File: src/rtl/register_write_demux_32_bit.sv
// 32 x 32-bit register file with a 5-to-32 write decoder; reads are combinational (0 cycles), the write lands on the rising edge.
// No backpressure: every accepted write is committed on the edge, and write_onehot/write_count report it one cycle later.
module register_write_demux_32_bit #(
    parameter int BYPASS    = 1,
    parameter int CNT_WIDTH = 16
) (
    input  logic                 clock,
    input  logic                 reset,
    input  logic                 write_enable,
    input  logic [4:0]           write_addr,
    input  logic [31:0]          write_data,
    input  logic [4:0]           read_addr_1,
    input  logic [4:0]           read_addr_2,
    output logic [31:0]          read_data_1,
    output logic [31:0]          read_data_2,
    output logic [31:0]          write_onehot,
    output logic [CNT_WIDTH-1:0] write_count
);

    localparam logic [CNT_WIDTH-1:0] CNT_MAX = {CNT_WIDTH{1'b1}};

    logic [31:0] regs [32];
    logic [31:0] sel;

    // Bit 0 is never decoded, so $zero can never be written or flagged.
    always_comb begin
        sel = '0;
        for (int n = 1; n < 32; n++) begin
            sel[n] = write_enable & (write_addr == 5'(n));
        end
    end

    always_ff @(posedge clock) begin
        if (reset) begin
            for (int n = 0; n < 32; n++) begin
                regs[n] <= '0;
            end
            write_onehot <= '0;
            write_count  <= '0;
        end else begin
            for (int n = 1; n < 32; n++) begin
                if (sel[n]) begin
                    regs[n] <= write_data;
                end
            end
            write_onehot <= sel;
            if ((|sel) && (write_count != CNT_MAX)) begin
                write_count <= write_count + CNT_WIDTH'(1);
            end
        end
    end

    always_comb begin
        if (read_addr_1 == 5'd0) begin
            read_data_1 = '0;
        end else if ((BYPASS != 0) && sel[read_addr_1]) begin
            read_data_1 = write_data;
        end else begin
            read_data_1 = regs[read_addr_1];
        end
    end

    always_comb begin
        if (read_addr_2 == 5'd0) begin
            read_data_2 = '0;
        end else if ((BYPASS != 0) && sel[read_addr_2]) begin
            read_data_2 = write_data;
        end else begin
            read_data_2 = regs[read_addr_2];
        end
    end

endmodule

File: config.mk
export PLATFORM = sky130hd
export DESIGN_NAME = register_write_demux_32_bit
export DESIGN_NICKNAME = d
export VERILOG_FILES = /design/src/rtl/register_write_demux_32_bit.sv
export SDC_FILE = /design/constraint.sdc
export NUM_CORES = 2
export LEC_CHECK = 0
export ABC_AREA = 1
export BUFFER_PORTS_ARGS = -buffer_cell sky130_fd_sc_hd__buf_2
export CORE_AREA = 2 2 467 469
export CTS_BUF_LIST = sky130_fd_sc_hd__clkbuf_2
export DETAILED_ROUTE_END_ITERATION = 10
export DIE_AREA = 0 0 469 471
export GPL_TIMING_DRIVEN = 0
export PLACE_DENSITY = 0.36
export SLEW_MARGIN = 5
export SYNTH_ARGS = -nofsm -noshare
export SYNTH_HDL_FRONTEND = slang
export SYNTH_SLANG_ARGS = --single-unit
File: constraint.sdc
create_clock -name clock -period 6.5 [get_ports clock]
set_input_delay 0.65 -clock clock [delete_from_list [all_inputs] [get_ports clock]]
set_output_delay 0.65 -clock clock [all_outputs]
set_load 0.1 [all_outputs]
==> key figures <==
Outcome
  – Result of the run: finished, violations left
  – Violations in the final reports: max-capacitance violations, max-slew violations, negative setup slack

Placement
  – Post-placement cell count: 9,068
  – Final weighted congestion of routability-driven global placement: 1.08
  – Final HPWL from detailed placement: 281 mm
  – Count of input and output buffers: 154
  – Area after detailed placement: 0.0592 mm²
  – Worst slack after detailed placement: 0.375 ns

Setup path
  – Slowest cell on the critical path: sky130_fd_sc_hd__o21ai_1
  – CP Max Fanout: 10
  – Type of destination of the critical path: output pin
  – Required time at the endpoint of the critical path: 5.85 ns
  – Crit-path leading delay family: simple AND/OR/NAND/NOR gates
  – Worst Path Arrival: 5.99 ns
  – Number of buffers and inverters on the critical path: 5
  – Critical Path Max Stage Delay: 0.77 ns
  – Crit path launch type: input pin
  – Sequence of cells on the critical path: dlygate4sd3_1 -> buf_2 -> dlygate4sd3_1 -> nor2_2 -> nand3_1 -> nand2_1 -> nand3_1 -> nand2_1 -> nand3_1 -> nand3_2 -> nand2_1 -> buf_2 -> o21ai_1 -> buf_2
  – Critical path class: input pin to output pin

Floorplan
  – Total I/O pin count: 162
  – Area of the core region: 0.216 mm²
  – Site row count: 171
  – Die Span X: 469 µm
  – Die H: 471 µm
  – Initial core utilization: 24.8%
  – Die outline area: 0.221 mm²

Layout
  – Non-filler instance count after layout: 9,701
  – Fraction of the core area covered by cells at the end of the flow: 29.0%
  – Share of post-route cells with drive strength above 1: 13.6%
  – NumNets Final: 6,673
  – Flip-flop and latch area: 0.0307 mm²
  – Synth-to-Final Area Change: 16.9%
  – Final design instance area without fill: 0.0627 mm²
  – Area of combinational cells with multiple inputs: 0.0192 mm²
  – Number of fill cells: 23,342

Timing
  – Clock period minus final worst setup slack: 6.64 ns
  – WHS: 0.132 ns
  – Transition time at the pin with the least slew margin: 1.64 ns
  – FMAX: 151 MHz
  – Max-slew violation count: 242
  – Count of endpoints failing hold in the final timing report: 0
  – Number of setup violations in the final report: 7
  – Part of the cycle the worst path needs: 102%
  – Sum of negative setup slack: -0.563 ns
  – RSZ-0062 raised after global routing: no
  – Max-slew headroom at the worst pin: -9.32%
  – Clock skew after layout: 0.126 ns
  – Setup slack after layout: -0.142 ns

Drt
  – DR pass1 iterations: 6
  – Antenna Nets Post-Route: 0
  – DRC violation total after the first TritonRoute iteration: 9,947
  – Detailed-route DRC error count: 0
  – Total via count after detailed routing: 55,994
  – Avg WL per Cell: 40.3 µm
  – Average via count per standard cell: 5.77
  – Final wirelength: 391 mm

Clocking
  – Clock Pin Slew Worst Setup and Hold Paths: 0.11 ns
  – Root buffer selected by CTS: sky130_fd_sc_hd__clkbuf_2
  – Worst-Skew Late Latency: 1.89 ns
  – Clock tree from TritonCTS: yes
  – Clock Sinks: 1,039
  – Number of clock buffers inserted by TritonCTS: 328
  – H-Tree Depth: 5
  – Longest Clk Path Bufs: 4

GRT
  – Global-route wire length before repair: 497 mm
  – Aggregate global routing overflow: 0
  – Total Routing Usage GR: 34.3%
  – Largest net degree at the start of global routing: 33
  – Number of global-route vias before repair: 51,794
  – Number of antenna violations at the first check in global routing: 58

Synthesis
  – Number of library cell types mapped by synthesis: 28
  – Total number of yosys warnings: 0
  – Share of the yosys chip area belonging to registers: 57.3%
  – Top cell type's share of synthesized area: 55.5%
  – Cell taking the most area after synthesis: sky130_fd_sc_hd__edfxtp_1
  – Top cell types by occurrence after synthesis: 1,275 x sky130_fd_sc_hd__nand2_1, 992 x sky130_fd_sc_hd__edfxtp_1, 697 x sky130_fd_sc_hd__nor2_1
  – Mean instance size in the synthesized netlist: 8.93 µm²
  – Number of flip-flops and latches in the synthesized netlist: 1,039
  – Cell types with the largest area share after synthesis: sky130_fd_sc_hd__edfxtp_1 56%, sky130_fd_sc_hd__nand2_1 8.9%, sky130_fd_sc_hd__nand3_1 5.4%, sky130_fd_sc_hd__nor2_1 4.9%, sky130_fd_sc_hd__a21oi_1 4.9%
  – Synthesized instance count: 6,009
  – Cell with the most instances after synthesis: sky130_fd_sc_hd__nand2_1
  – Most instantiated flip-flop cell in the synthesis netlist: sky130_fd_sc_hd__edfxtp_1
  – EDFF count, synth: 992
  – Netlist Area Pre-Place: 0.0536 mm²
  – Synthesized Nets: 6,060
  – Ys async rst share: 0%

Pwr
  – Total power: 17.1 mW
  – Power density of the placed cells: 274 mW/mm²
  – VDD IR max: 0.000214 V
  – Reported leakage power: 24.0 nW

Min path
  – Path type of the worst min-delay path: input pin to flop

Job
  – Count of maximum capacitance violations: 26
## worst reg2reg max path, stage by stage, from the launching register on
cell	delay [ns]
sky130_fd_sc_hd__dfxtp_1	0.47
sky130_fd_sc_hd__ha_1	0.25
sky130_fd_sc_hd__nand2_1	0.13
sky130_fd_sc_hd__nor2_1	0.31
sky130_fd_sc_hd__nand2_1	0.14
sky130_fd_sc_hd__nor2_1	0.10
sky130_fd_sc_hd__nand4_1	0.17
sky130_fd_sc_hd__nand2_1	0.21
sky130_fd_sc_hd__buf_2	0.27
sky130_fd_sc_hd__nand2_1	0.08
sky130_fd_sc_hd__a21oi_1	0.12
## cell usage in the layout (no fill, tap or decap), types with 7 or more instances in the layout
master	netlist	layout
sky130_fd_sc_hd__nand3_1	584	584
sky130_fd_sc_hd__nand4_1	11	11
sky130_fd_sc_hd__nor2_1	697	669
sky130_fd_sc_hd__o211ai_1	325	325
sky130_fd_sc_hd__dlygate4sd3_1	0	78
sky130_fd_sc_hd__clkbuf_2	0	503
sky130_fd_sc_hd__edfxtp_1	992	992
sky130_fd_sc_hd__buf_2	109	274
sky130_fd_sc_hd__clkinv_1	36	86
sky130_fd_sc_hd__nand2_1	1275	1242
sky130_fd_sc_hd__or2_2	10	10
sky130_fd_sc_hd__buf_12	0	19
sky130_fd_sc_hd__inv_1	455	455
sky130_fd_sc_hd__o2111ai_1	181	181
sky130_fd_sc_hd__buf_1	75	64
sky130_fd_sc_hd__dfxtp_1	47	47
sky130_fd_sc_hd__nor2_2	5	33
sky130_fd_sc_hd__o21ai_0	329	329
sky130_fd_sc_hd__inv_2	8	10
sky130_fd_sc_hd__clkbuf_1	310	283
sky130_fd_sc_hd__xor2_1	9	9
sky130_fd_sc_hd__nor3_1	7	7
sky130_fd_sc_hd__buf_8	0	18
sky130_fd_sc_hd__nand2_2	0	29
sky130_fd_sc_hd__a21oi_1	520	520
sky130_fd_sc_hd__buf_16	0	11
sky130_fd_sc_hd__o21ai_1	10	10
sky130_fd_sc_hd__diode_2	0	21
## worst paths after layout
path,start,endpoint,slack (ns),cells past startpoint
worst max register to register,write_count[0],write_count[5],4.12,10
worst min-delay path,write_addr[0],regs[8][31],0.13,7
worst min register to register,write_count[3],write_count[3],0.54,2
worst max-delay path,write_addr[0],read_data_1[28],-0.14,14
## flip-flops by register name, summed over array words and instances, names as in the netlist
| signal | count |
|---|---|
| regs | 992 |
| write_count | 16 |
| write_onehot | 31 |
## logic make-up (layout without fill, tap and decap cells)
group	Yosys count	in the layout	share of synthesized area (%)
AOI/OAI and AO/OA	1366	1366	15.5
xor gates and xnor gates	13	13	0.212
adders and majority gates	1	1	0.0233
and+or+nand+nor	2594	2594	19.7
DFF	1039	1039	57.3
other	1	22	0.00699
buffers and inverters	995	1812	7.23
## metal layers
layer  global-route usage [%]  vias up  wire [µm]
met3                     12.3     1238      47900
met1                     42.6    27682     149000
met4                     26.3       34      35200
met2                     48.0     4670     159000
met5                    0.703        -        494
li1                         -    22370          -
## power breakdown
group | switching, mW | internal (mW)
Sequential | 0.203 | 7.79
Combinational | 3.12 | 0.666
Clock | 3.37 | 2.00
## cell type report
cell class,count,share of cell area [%]
Antenna cell,21,0.0838
Buffer,496,3.28
Clock buffer,476,3.80
Clock inverter,58,0.439
Inverter,499,2.99
Multi-Input combinational cell,3975,30.6
Sequential cell,1039,49.0
Tap cell,2854,5.70
Timing Repair Buffer,283,4.05
## timing repair
item,4_1_cts,5_1_grt
setup endpoints to repair,0,2
setup buffers,0,0
hold buffers,78,0
endpoints found under the hold margin,754,0
resized for setup,0,2
(Power assumes the default switching activity.)
